## config.mk

```make
export PLATFORM = sky130hd
export DESIGN_NAME = ocx_tlx_resp_fifo_mac
export DESIGN_NICKNAME = d
export VERILOG_FILES = /design/src/rtl/ocx_tlx_resp_fifo_mac.sv
export SDC_FILE = /design/constraint.sdc
export NUM_CORES = 1
export LEC_CHECK = 0
export CORE_UTILIZATION = 31
export DETAILED_ROUTE_END_ITERATION = 8
export PLACE_DENSITY = 0.56
export SKIP_CTS_REPAIR_TIMING = 1
export SLEW_MARGIN = 20
export SYNTH_ARGS = -nofsm -noshare
export SYNTH_HDL_FRONTEND = slang
export SYNTH_SLANG_ARGS = --single-unit
export TNS_END_PERCENT = 10
```

## constraint.sdc

```tcl
create_clock -name tlx_clk -period 9.2 [get_ports tlx_clk]
set_clock_uncertainty 0.15 [all_clocks]
set_input_delay 1.84 -clock tlx_clk [delete_from_list [all_inputs] [get_ports tlx_clk]]
set_output_delay 1.84 -clock tlx_clk [all_outputs]
set_load 0.05 [all_outputs]
```

## src/rtl/ocx_tlx_resp_fifo_mac.sv

```systemverilog
// ocx_tlx_resp_fifo_mac
// Transmit-side AFU response queue for the TLX. AFU responses arrive under
// TLX-to-AFU response credits and are buffered in a circular FIFO. The head
// entry is presented first-word fall-through to the transmit framer. It is
// only offered while the host has VC0 TL credit available.
//
// Ports
//   tlx_clk, reset_n               clock, synchronous active-low reset
//   afu_tlx_resp_*                 AFU response write (valid + fields)
//   tlx_afu_resp_credit            one-cycle credit return pulse to the AFU
//   tlx_afu_resp_initial_credit    constant DEPTH
//   rcv_xmt_tl_credit_vc0_valid/   host VC0 credit return (count 0..15)
//   rcv_xmt_tl_credit_vc0
//   xmt_resp_rd_req                framer pop request
//   xmt_resp_valid/xmt_resp_data   head entry offered to the framer
//   xmt_resp_empty                 FIFO occupancy == 0
//   host_vc0_credit_cnt            current host VC0 credit count
//   resp_fifo_error                sticky {credit overflow, bad pop, write while full}
//
// Handshake: the framer pops the head in any cycle where xmt_resp_valid and
// xmt_resp_rd_req are both high. A request while valid is low has no effect
// on the data path and only sets the sticky error bit. The AFU writes one
// entry per cycle with afu_tlx_resp_valid. There is no back-pressure: a
// write with no free slot and no simultaneous pop is dropped.

module ocx_tlx_resp_fifo_mac #(
  parameter int resp_addr_width = 4
) (
  input  logic        tlx_clk,
  input  logic        reset_n,
  input  logic        afu_tlx_resp_valid,
  input  logic [7:0]  afu_tlx_resp_opcode,
  input  logic [1:0]  afu_tlx_resp_dl,
  input  logic [15:0] afu_tlx_resp_capptag,
  input  logic [1:0]  afu_tlx_resp_dp,
  input  logic [3:0]  afu_tlx_resp_code,
  output logic        tlx_afu_resp_credit,
  output logic [6:0]  tlx_afu_resp_initial_credit,
  input  logic        rcv_xmt_tl_credit_vc0_valid,
  input  logic [3:0]  rcv_xmt_tl_credit_vc0,
  input  logic        xmt_resp_rd_req,
  output logic        xmt_resp_valid,
  output logic [31:0] xmt_resp_data,
  output logic        xmt_resp_empty,
  output logic [7:0]  host_vc0_credit_cnt,
  output logic [2:0]  resp_fifo_error
);

  localparam int DEPTH = 1 << resp_addr_width;
  localparam logic [resp_addr_width:0] FULL_OCC = (resp_addr_width + 1)'(DEPTH);

  logic [31:0]                resp_mem [DEPTH];
  logic [resp_addr_width-1:0] wr_ptr;
  logic [resp_addr_width-1:0] rd_ptr;
  logic [resp_addr_width:0]   occupancy;

  logic       fifo_full;
  logic       pop_accepted;
  logic       wr_accepted;
  logic       wr_dropped;
  logic       bad_pop;
  logic [3:0] host_return;
  logic [8:0] host_sum;
  logic       host_overflow;
  logic [7:0] host_next;
  logic [31:0] wr_entry;

  assign tlx_afu_resp_initial_credit = 7'(DEPTH);

  assign fifo_full      = (occupancy == FULL_OCC);
  assign xmt_resp_empty = (occupancy == '0);
  assign xmt_resp_valid = !xmt_resp_empty && (host_vc0_credit_cnt != 8'd0);
  assign xmt_resp_data  = resp_mem[rd_ptr];

  assign pop_accepted = xmt_resp_rd_req && xmt_resp_valid;
  assign bad_pop      = xmt_resp_rd_req && !xmt_resp_valid;
  // A pop in the same cycle frees the head slot, so a full FIFO can still
  // take a write.
  assign wr_accepted  = afu_tlx_resp_valid && (!fifo_full || pop_accepted);
  assign wr_dropped   = afu_tlx_resp_valid && !wr_accepted;

  assign wr_entry = {afu_tlx_resp_code, afu_tlx_resp_dp, afu_tlx_resp_capptag,
                     afu_tlx_resp_dl, afu_tlx_resp_opcode};

  // The 9-bit sum cannot underflow because a pop needs a nonzero count.
  assign host_return   = rcv_xmt_tl_credit_vc0_valid ? rcv_xmt_tl_credit_vc0 : 4'd0;
  assign host_sum      = {1'b0, host_vc0_credit_cnt} + {5'd0, host_return}
                       - {8'd0, pop_accepted};
  assign host_overflow = host_sum[8];
  assign host_next     = host_overflow ? 8'hff : host_sum[7:0];

  // Storage has no reset; its contents only matter where occupancy covers them.
  always_ff @(posedge tlx_clk) begin
    if (wr_accepted) begin
      resp_mem[wr_ptr] <= wr_entry;
    end
  end

  always_ff @(posedge tlx_clk) begin
    if (!reset_n) begin
      wr_ptr              <= '0;
      rd_ptr              <= '0;
      occupancy           <= '0;
      host_vc0_credit_cnt <= 8'd0;
      resp_fifo_error     <= 3'b000;
      tlx_afu_resp_credit <= 1'b0;
    end else begin
      if (wr_accepted) begin
        wr_ptr <= wr_ptr + 1'b1;
      end
      if (pop_accepted) begin
        rd_ptr <= rd_ptr + 1'b1;
      end
      case ({wr_accepted, pop_accepted})
        2'b10:   occupancy <= occupancy + 1'b1;
        2'b01:   occupancy <= occupancy - 1'b1;
        default: occupancy <= occupancy;
      endcase
      host_vc0_credit_cnt <= host_next;
      resp_fifo_error     <= resp_fifo_error | {host_overflow, bad_pop, wr_dropped};
      tlx_afu_resp_credit <= pop_accepted;
    end
  end

endmodule

```

# After elaboration in Yosys (flattened, before gate mapping)
# Memory sizes are Yosys's and may differ from the RTL's. A register that Yosys moved wholly into a read port is not among the register bits.
# Index checks and enable logic that the tools add are counted.
# totals
inputBits	41
wordCells	37
register_bits	25
mem_count	1
ramBits	512
# memory_table
memory	words	width	rd	rd_ports_with_merged_regs	write_ports	line_no	source
resp_mem	16	32	1	1	1	52	logic [31:0] resp_mem [DEPTH];
# op_classes
mux	7
bitwise_logic	1
addsub	6
reduce_logical	13
eq_ne	3
# ops
operator	count
$mux W4	3
$pmux W5 S2	1
$add A8 B4 Y9	1
$sub A9 B1 Y9	1
$add A4 B1 Y4 const B	2
$mux W8	1
$reduce_bool A8 Y1	1
$add A5 B1 Y5 const B	1
$eq A5 B5 Y1 const B	1
$logic_and A1 B1 Y1	5
$logic_not A5 Y1	1
$sub A5 B1 Y5 const B	1
$logic_not A1 Y1	4
$or A3 B3 Y3	1
$eq A2 B1 Y1 const B	1
$eq A2 B2 Y1 const B	1
$mux W1	2
$reduce_bool A2 Y1	1
$logic_or A1 B1 Y1	1

# Depth between registers and ports, before layout
# Gate-level depths: netlist of run 1.
# depth
depth_word	9
ltp_mapped	16

# Worst setup path before layout of run 1
# No wires, ideal clock.
# synth_timing
path_kind	input port to flip-flop
start	input xmt_resp_rd_req
end	memory resp_mem[3][0] (enable)
t_required_ns	8.589
cell_stages	4
t_arrival_ns	4.411
path_slack_ns	4.178
setup_time_ns	0.461
n_path_buf	0
cell_sequence	inv_1 > a21oi_1 > o211ai_1 > nor3_1
# synth_via
elab_chain_cells	5
# synth_lines
item	line_no	source
start, declared	41	input logic xmt_resp_rd_req,
$logic_and A1 B1 Y1	75	assign pop_accepted = xmt_resp_rd_req && xmt_resp_valid;
$logic_or A1 B1 Y1	79	assign wr_accepted = afu_tlx_resp_valid && (!fifo_full || pop_accepted);
$logic_and A1 B1 Y1	79	
$mux W1	94	if (wr_accepted) begin
$mux W1 (not written as such)	95	resp_mem[wr_ptr] <= wr_entry;
end, declared	52	
# No other way between the ends.

==> reports/summary.md, run 1 <==
The run finished with clean final reports. Entering global routing, the biggest net connects 129 pins. Setup repair after global routing left no endpoint under its margin. The total overflow reported by the global router is 0, and the initial standard-cell utilization of the core is 31.6%. The wire length of the first global-routing pass came out at 69000 um.

The run gives 0 as the number of failing setup endpoints in the final timing report. The mean instance size in the synthesized netlist is 22.8 um2, and the number of instances in the synthesized netlist is 935. Commonest non-fill, non-tap cell in the layout: sky130_fd_sc_hd__edfxtp_1. Largest area contributor in the synthesized netlist: sky130_fd_sc_hd__edfxtp_1. The clock power share was 32.4%. The number of H-tree levels is 2. In the synthesized netlist the dominant register cell turns out to be sky130_fd_sc_hd__edfxtp_1. For the combined area of all synthesized cells, the log shows 21400 um2. The number of hold violations in the final report came out at 0. The area growth from synthesis to layout is 17.4%. Yosys attributes the largest share of cell area to sky130_fd_sc_hd__edfxtp_1 72%, sky130_fd_sc_hd__mux4_2 12%, sky130_fd_sc_hd__mux4_1 6.2%, sky130_fd_sc_hd__dfxtp_1 2.7%, sky130_fd_sc_hd__ha_1 1.3%. The tools report the post-place setup slack as 3920 ps.

The worst setup path is of the flip-flop to primary output kind. Net switching power of the design: 2.00 mW. Proportion of synthesized chip area in sequential cells: 74.7%.

For this run, the detailed router's first-pass iteration total came to 5. TritonCTS built the clock tree. The width of the die was 264 um; the number of rows in the core area was 95. The run gives 0 ps as the sum of negative setup slack. The later pin in the worst-skew pair is clocked with a latency of 620 ps. In this run the remaining antenna-violating nets after routing total 0.

The routed design has 46600 um of wire. The final core utilization was 37.1%. The synthesized design contains 541 register bits.

The floorplan die area came out at 69900 um2. STA puts the critical path data required time at 7210 ps. Internal power comes to 4.84 mW.

Data on the critical path arrives at its endpoint at 3890 ps. The completed layout was analyzed and its total power is 6.84 mW. Summed over its instances, the top area cell type makes up 72.0% of the synthesized netlist area. The worst setup path is launched from a flip-flop. Yosys printed 0 warnings. The multi-input combinational cells in the finished layout cover a total of 5020 um2. The worst path uses 63.9% of the clock period. The initial antenna violation count is 4, and the clock-pin transition on the worst setup and hold timing paths is 60 ps. In this run the vertical extent of the chip is 264 um.

The run gives 41.6% as the sequential share of power. The analysis attributes to cell leakage a power of 7.88 nW. Routability-driven placement finished with a final weighted congestion of 0.685.

The count of max-cap constraint violations came out at 0. The placed cell area came out at 23200 um2. In this run the clock root is driven by a sky130_fd_sc_hd__clkbuf_16. In this run, synthesis inferred 512 flip-flops with an integrated enable.

The overall global routing resource usage is 13.5%, and the remaining max-slew budget at the tightest pin is 31.0%. In the routed layout, each cell is associated on average with a via count of 4.85. The via count of the first global-routing pass is 10353. The max-slew violation count is 0, and the peak fanout along the critical path is 52.

TritonCTS created 59 clock buffers. The logs give 16000 um2 for the area used by sequential logic in the layout and 9621 for the via count. Leaving out filler cells and counting taps, the final layout contains 1982.

The worst slack on hold paths came out at 321 ps. Of the total power, combinational logic draws 26.0%. The first routing iteration left 634 violations.

Counting distinct cell types in the post-synthesis netlist gives 46. CTS saw 541 sinks. The count of pins on the block boundary is 94. STA classifies the critical path endpoint as a primary output. Slew at the pin with the worst max-slew slack: 1030 ps. Maximum vdd drop: 266 uV. The least setup slack across all paths after layout was 3320 ps. The clock passes through at most 3 buffers. The average detailed-routed wire length per instance was 23.5 um. Type of the most critical hold path: flip-flop to flip-flop. The smallest clock period supported by the final layout is computed as 5880 ps. For the number of diodes added for antenna fixing, the log shows 0.

The switching part of the total was 29.2%. The run gives 67600 um2 as the total core area. Counting tap cells, the placed design contains a total of 1873 instances.

The power density relative to cell area was 273 nW/um2; the fraction of layout instances using a drive strength above 1 was 21.2%. The total of buffers placed on input and output ports was 86. In the synthesized netlist the async set-or-reset flop fraction comes to 0%. The library cells used most frequently in the layout, excluding fill and tap cells, are 512 x sky130_fd_sc_hd__edfxtp_1, 110 x sky130_fd_sc_hd__mux4_2, 86 x sky130_fd_sc_hd__clkdlybuf4s50_1. The half-perimeter wire length after placement is 23700 um, and the DRC violation count after routing is 0. The final layout contains 1127 nets. After filler insertion, the fill cell instance count of the layout stands at 6063. The final design area excluding fillers was 25100 um2.

Maximum clock frequency: 170 MHz.
-- path summary, 6_finish.rpt --
| path | end | slack [ps] | start | cells past startpoint |
|---|---|---|---|---|
| worst max-delay path | xmt_resp_data[3] | 3320 | flip-flop | 4 |
| worst min register to register | resp_fifo_error[2]$_SDFF_PN0_ | 320 | resp_fifo_error[2]$_SDFF_PN0_ | 1 |
| worst min-delay path | resp_fifo_error[2]$_SDFF_PN0_ | 320 | resp_fifo_error[2]$_SDFF_PN0_ | 1 |
| worst max register to register | host_vc0_credit_cnt[6]$_SDFF_PN0_ | 5200 | host_vc0_credit_cnt[7]$_SDFF_PN0_ | 16 |
-- layout make-up --
type                    instances  share of cell area, %
repair buffers                108                   4.22
clock buffers                  70                   6.06
flip-flops and latches        541                   63.7
inverters                      28                  0.419
clock inverters                38                   1.20
multi-input cells             324                   20.0
well taps                     873                   4.36
-- flip-flops by register name, summed over array words and instances (netlist names), named ones only --
| signal | flops |
|---|---|
| host_vc0_credit_cnt | 8 |
| occupancy | 5 |
| rd_ptr | 4 |
| resp_fifo_error | 3 |
| resp_mem | 512 |
| tlx_afu_resp_credit | 1 |
| wr_ptr | 4 |
-- power groups by stage --
stage               Clock, mW  Sequential [mW]  Combinational (mW)
floorplan                   0             2.95                1.31
global placement            0             2.90                1.78
detailed placement          0             2.90                1.80
CTS                      2.28             2.85                1.80
global route             2.37             2.86                1.92
finish                   2.21             2.85                1.78
-- cell usage after synthesis (all sizes together), types with 4 or more instances --
cell    count
edfxtp    512
mux4      160
dfxtp      29
inv        28
buf        27
ha         22
clkbuf     20
nand2      18
and2       15
and3       13
xnor2      12
o21a       11
a21oi       9
nor2b       9
o21ai       8
nor2        5
nand2b      4
nand3       4
-- metal layers --
metal	global-route usage (%)	share of wire, %	routed length [um]
met1	18.3	45	21000
met2	21.9	48	22600
met3	2.89	4.3	2030
met4	3.76	2.1	958
met5	0	0.075	35
-- critical path, cell delays in order, from the launching register on --
cell	delay [ps]
sky130_fd_sc_hd__dfxtp_4	860
sky130_fd_sc_hd__buf_4	640
sky130_fd_sc_hd__mux4_2	400
sky130_fd_sc_hd__mux4_2	560
sky130_fd_sc_hd__clkdlybuf4s50_1	750
-- cells by family (layout without fill, tap and decap cells) --
group                      Yosys count  after routing  synth area share, %
and+or+nand+nor                     75             75                 1.94
xor gates and xnor gates            14             14                0.574
adders and majority gates           24             24                 1.48
muxes                              162            162                 17.9
other                                2              7               0.0352
buffers and inverters               75            244                 2.00
DFF                                541            541                 74.7
AOI/OAI and AO/OA                   42             42                 1.39
Note: power is estimated with default switching activity, not from simulation.
==> run 2: changes to the inputs <==
--- a/config.mk
+++ b/config.mk
@@ -7,7 +7,7 @@
 export LEC_CHECK = 0
 export CORE_UTILIZATION = 31
 export DETAILED_ROUTE_END_ITERATION = 8
-export PLACE_DENSITY = 0.56
+export PLACE_DENSITY = 0.58
 export SKIP_CTS_REPAIR_TIMING = 1
 export SLEW_MARGIN = 20
 export SYNTH_ARGS = -nofsm -noshare
==> constraint.sdc (replaced) <==
create_clock -name tlx_clk -period 4.92 [get_ports tlx_clk]
set_clock_uncertainty 0.15 [all_clocks]
set_input_delay 0.984 -clock tlx_clk [delete_from_list [all_inputs] [get_ports tlx_clk]]
set_output_delay 0.984 -clock tlx_clk [all_outputs]
set_load 0.05 [all_outputs]
==> reports/summary.md, run 2 (synthesis results as in run 1) <==
The run finished with clean final reports. In the final timing run, aggregate negative setup slack is 0 ps. The logs give 1950 um for the routed length on met3 and 218 MHz for the maximum clock frequency.

The routed metal-1 wire length is 20800 um, and the slew at the pin with the worst max-slew slack is 992 ps. The path class of the tightest hold or removal check is flip-flop to flip-flop. The logs give 44 for the pin count of the biggest net entering global routing and 339 ps for the least setup slack across all paths after layout.

The count of nets left with antenna violations once routing finished came out at 0. For this design the ratio of total power to cell area is 513 nW/um2. After filler insertion, the fill cell instance count of the layout stands at 5987. The required time at the worst-slack endpoint is 3790 ps. The pre-antenna-repair detailed-routing pass consisted of 5 iterations. Maximum vdd drop: 451 uV. The endpoint arrival time on the critical path came out at 3450 ps.

Summed over all nets, wire length on met2 after detailed routing comes to 22500 um. For the post-layout net count, the log shows 1134. The library cells used most frequently in the layout, excluding fill and tap cells, are 512 x sky130_fd_sc_hd__edfxtp_1, 110 x sky130_fd_sc_hd__mux4_2, 86 x sky130_fd_sc_hd__clkdlybuf4s50_1.

The area overhead of the layout relative to synthesis came out at 18.7%. The final critical-path share of the clock period came out at 93.1%. Grouping stages by cell kind, the critical path spends the most delay in buffers and inverters. Dividing the detail-routed wire length by the instance count gives 23.2 um. The die is 264 um wide.

The run gives 0 as the number of diodes added for antenna fixing. The worst setup path is of the flip-flop to primary output kind. For the remaining max-slew budget at the tightest pin, the log shows 33.7%.

TritonCTS built the clock tree. Setup repair after global routing left no endpoint under its margin. After legalization and detailed placement, the total HPWL measured 25200 um.

The run gives 0.731 as the global placement routability congestion. The tools report the clock root buffer as sky130_fd_sc_hd__clkbuf_16. The flip-flop count of the largest register, all copies and words added works out to 512. After the flow finishes, the layout carries non-filler instances totaling 1988.

The wire length of the first global-routing pass came out at 67600 um. The longest clock path from root to sink contains 3 buffers. The max-slew violation count is 0.

For the initial antenna violation count, the log shows 2. Slowest stage cell on the critical path: sky130_fd_sc_hd__clkdlybuf4s50_1. The floorplan step defined a core boundary enclosing 67600 um2. The minimum period implied by the final worst setup slack came out at 4580 ps. The H-tree generated during clock tree synthesis spans 2 levels.

The die is 264 um tall. The number of hold violations in the final report was 0. Port buffering added 86 buffers. The leakage power total is 8.00 nW, and the clock-pin transition on the worst setup and hold timing paths is 60 ps.

Walking the worst path, the cells encountered are buf_4 > mux4_1 > mux4_2 > clkdlybuf4s50_1. The largest single stage delay on the critical path is 730 ps. Commonest non-fill, non-tap cell in the layout: sky130_fd_sc_hd__edfxtp_1. The peak fanout along the critical path is 23, and the number of failing setup endpoints in the final timing report is 0. For the final core utilization, the log shows 37.5%. The register with the most flip-flops was resp_mem.

The via density per instance works out to 4.85. The run gives 10071 as the via count of the first global-routing pass. During I/O placement, the number of pins put on the boundary was 94.

The count of max-cap constraint violations is 0, and the first-iteration detailed-routing DRC count is 635. The largest registers in the layout are resp_mem: 512 flops, host_vc0_credit_cnt: 8 flops, occupancy: 5 flops. The worst setup path is captured at a primary output. Post-place setup slack: 744 ps. The worst setup path is launched from a flip-flop.

For the worst-skew pair, the clock arrives at the later sink with an insertion delay of 620 ps. After detailed placement, the design holds a cell count of 1884. Counting both buffers and inverters, the worst setup path holds a total of 2.

In this run the top signal layer used is met5. The floorplan die area was 69900 um2; the overall global routing resource usage was 13.2%. The number of clock sinks seen by CTS was 541; the initial standard-cell utilization of the core was 31.6%. After detailed routing, the number of remaining DRC violations is 0. Routed wire length: 46100 um. The TritonCTS buffer count came out at 56. After floorplanning, the core was divided into 95 placement rows. For this run the aggregate overflow at the end of global routing stands at 0. The final route contains 9634 vias.

The post-route netlist has 22.2% of its cells at a drive strength greater than 1.
run 2: layout make-up:
| type | count | area [um2] | share of cell area (%) |
|---|---|---|---|
| Clock buffer | 69 | 1450 | 5.72 |
| Timing Repair Buffer | 118 | 1280 | 5.04 |
| Inverter | 28 | 105 | 0.415 |
| Clock inverter | 35 | 430 | 1.70 |
| Tap cell | 873 | 1090 | 4.31 |
| Sequential cell | 541 | 16000 | 63.0 |
| Multi-Input combinational cell | 324 | 5020 | 19.8 |
run 2: through the flow:
stage          instance area [um2]  hold WS [ps]  power [mW]
2_1_floorplan                21400           314        7.96
3_3_place_gp                 23500           306        8.82
3_5_place_dp                 23500           312        8.85
4_1_cts                      25300           324        13.2
5_1_grt                      25300           334        13.5
6_report                     25300           321        13.0
run 2: layer usage:
metal / vias to the layer above / track usage [%]
li1: 4206 / -
met1: 5165 / 18.3
met2: 200 / 21.6
met3: 61 / 2.43
met4: 2 / 3.24
met5: - / 0
run 2: where the power goes:
part	leakage, nW	internal, mW	switching [mW]
logic	2.22	1.53	1.86
clock network	0.913	2.53	1.76
registers	4.87	5.21	0.120
total	8.00	9.26	3.74
run 2: worst register-to-register path, cell delays in order, from the launching register on:
cell and delay, ps:
sky130_fd_sc_hd__dfxtp_1 450, sky130_fd_sc_hd__inv_1 120, sky130_fd_sc_hd__ha_1 190, sky130_fd_sc_hd__and2_0 190
sky130_fd_sc_hd__a22oi_1 270, sky130_fd_sc_hd__nand2_1 190, sky130_fd_sc_hd__inv_2 160, sky130_fd_sc_hd__nand2_1 110
sky130_fd_sc_hd__nand2_1 70, sky130_fd_sc_hd__ha_1 180, sky130_fd_sc_hd__inv_1 90, sky130_fd_sc_hd__fa_1 470
sky130_fd_sc_hd__nand2b_1 180, sky130_fd_sc_hd__a211o_1 270, sky130_fd_sc_hd__and2_1 200, sky130_fd_sc_hd__a311oi_4 490
sky130_fd_sc_hd__o21a_1 200
run 2: final timing paths:
check                                                        from  cells after the start                                end  slack, ps
worst max-delay path                                    flip-flop                      4                  xmt_resp_data[28]        340
worst min-delay path                resp_fifo_error[2]$_SDFF_PN0_                      1      resp_fifo_error[2]$_SDFF_PN0_        320
worst max register to register  host_vc0_credit_cnt[7]$_SDFF_PN0_                     16  host_vc0_credit_cnt[3]$_SDFF_PN0_        900
worst min register to register      resp_fifo_error[2]$_SDFF_PN0_                      1      resp_fifo_error[2]$_SDFF_PN0_        320
==> run 3: changes to the inputs <==
--- a/config.mk
+++ b/config.mk
@@ -6,6 +6,7 @@
 export NUM_CORES = 1
 export LEC_CHECK = 0
 export CORE_UTILIZATION = 31
+export CTS_CLUSTER_SIZE = 40
 export DETAILED_ROUTE_END_ITERATION = 8
 export PLACE_DENSITY = 0.58
 export SKIP_CTS_REPAIR_TIMING = 1
==> reports/summary.md, run 3 (synthesis results as in run 1) <==
The die is 264 um tall. The tools report the number of diodes added for antenna fixing as 0. The total power draw is 12.8 mW. Counting I/O delays and the setup requirement, the final critical path takes 4580 ps. For the worst-skew pair, the clock arrives at the later sink with an insertion delay of 620 ps.

Critical path class: flip-flop to primary output. Leaving out fill and tap cells, the most frequent cell in the layout is sky130_fd_sc_hd__edfxtp_1. The area growth from synthesis to layout is 18.3%. Based on the critical path, the design can be clocked at up to 218 MHz.

The congestion estimate from routability-driven global placement came to 0.731. Ranked by flip-flop count, first place goes to resp_mem. Number of clock sinks seen by CTS: 541. Once placement finished, the instance area stood at 23500 um2.

Data on the critical path arrives at its endpoint at 3450 ps. The max-slew violation count is 0. The top cell types in the final layout, fill and taps aside, are 512 x sky130_fd_sc_hd__edfxtp_1, 110 x sky130_fd_sc_hd__mux4_2, 86 x sky130_fd_sc_hd__clkdlybuf4s50_1.

The slew at the pin with the worst max-slew slack came out at 989 ps. For this run, design rule violations remaining after detail routing come to 0. Along the worst path, the maximum fanout reaches 23. After clock tree synthesis, the clock-pin slew on the worst setup and hold paths is 60 ps. The via density per instance is 4.83. Setup violations remaining at the end of the flow were counted as 0. At the end of the flow the core is filled with cells to 37.4%. Setup repair after global routing left no endpoint under its margin. The register with the most flip-flops in the layout has 512 of them.

The clock passes through at most 3 buffers. The logs give 1134 for the post-layout net count and 69900 um2 for the floorplan die area. The final non-filler cell total is 1984, and the largest stage delay on the critical path is 730 ps. Once routing completed, OpenROAD measured the worst setup slack at 338 ps. The total overflow left after global routing is 0. The run finished with clean final reports. The tools report the number of hold violations in the final report as 0.

The slowest stage cell on the critical path was sky130_fd_sc_hd__clkdlybuf4s50_1. The category of the worst setup path launch point was a flip-flop. Via count of the first global-routing pass: 10083.

The final design area excluding fillers was 25300 um2. The number of H-tree levels was 2; the average detailed-routed wire length per instance was 23.2 um. The worst hold path belongs to the class flip-flop to flip-flop.

In this run, CTS created clock tree buffers numbering 56. The remaining max-slew budget at the tightest pin was 33.9%; the count of pins on the block boundary was 94. The count of max-cap constraint violations was 0; the fraction of layout instances using a drive strength above 1 was 22.1%. Global routing used 13.2% of the available tracks. The number of placed instances, taps included was 1884; the final critical-path share of the clock period was 93.1%.

Traced cell by cell, the critical path runs through buf_4 > mux4_1 > mux4_2 > clkdlybuf4s50_1. TritonCTS built the clock tree. The wire length of the first global-routing pass came out at 67600 um.

In this run the power density over the cells is 508 nW/um2. The residual antenna-violating net count after detailed routing is 0, and the required time at the worst-slack endpoint is 3790 ps. The routed wire length is 46000 um, and the width of the die is 264 um. The capturing element type of the critical path was a primary output. The run gives 2 as the initial antenna violation count. The post-place setup slack was 744 ps; the via count was 9591.

Fill cells in the final layout number 6004. The floorplan step defined a core boundary enclosing 67600 um2. For this configuration, the core starts out at a cell density of 31.6%. The cell sitting at the root of the clock tree is a sky130_fd_sc_hd__clkbuf_16. For this block, the initial DRC count from the detailed router was 614. Hold timing on the final database bottoms out at a slack of 321 ps. VDD sags by at most 449 uV. Before antenna repair, the detailed router went through 6 iterations. Summed over all cells, the static leakage comes to 7.96 nW. The half-perimeter wire length after placement is 25200 um, and the total of buffers placed on input and output ports is 86. The largest registers in the layout are resp_mem: 512 flops, host_vc0_credit_cnt: 8 flops, occupancy: 5 flops. For the number of rows in the core area, the log shows 95. Entering global routing, the biggest net connects 44 pins.

The tools report the sum of negative setup slack as 0 ps.
## run 3: path summary, 6_finish.rpt
path | startpoint | end | slack, ps | cells after the start
setup / recovery | flip-flop | xmt_resp_data[28] | 340 | 4
hold / removal | resp_fifo_error[2]$_SDFF_PN0_ | resp_fifo_error[2]$_SDFF_PN0_ | 320 | 1
setup reg to reg | host_vc0_credit_cnt[7]$_SDFF_PN0_ | host_vc0_credit_cnt[3]$_SDFF_PN0_ | 910 | 16
hold reg to reg | resp_fifo_error[2]$_SDFF_PN0_ | resp_fifo_error[2]$_SDFF_PN0_ | 320 | 1
## run 3: where the power goes
group	switching [mW]	internal, mW	total [mW]
Sequential	0.121	5.21	5.33
Combinational	1.86	1.53	3.39
Clock	1.74	2.38	4.12
## run 3: cell type report
cell class	instances	area, um2	area share, %
Timing Repair Buffer	118	1280	5.05
Sequential cell	541	16000	63.2
Inverter	28	105	0.416
Multi-Input combinational cell	324	5020	19.9
Clock inverter	32	348	1.38
Clock buffer	68	1460	5.76
Tap cell	873	1090	4.32
## run 3: critical path, delay by kind of cell, from the launching register on
kind,cells,cell delay (ps)
DFF,1,490
muxes,2,1170
buffers and inverters,2,1170
## run 3: layer usage
metal	routed length, um	up-vias	global-route usage, %	share of wire, %
met5	9	-	0	0.020
met4	773	2	3.14	1.7
met3	2030	58	2.53	4.4
met2	22200	201	21.4	48
met1	20900	5131	18.3	45
li1	-	4199	-	-
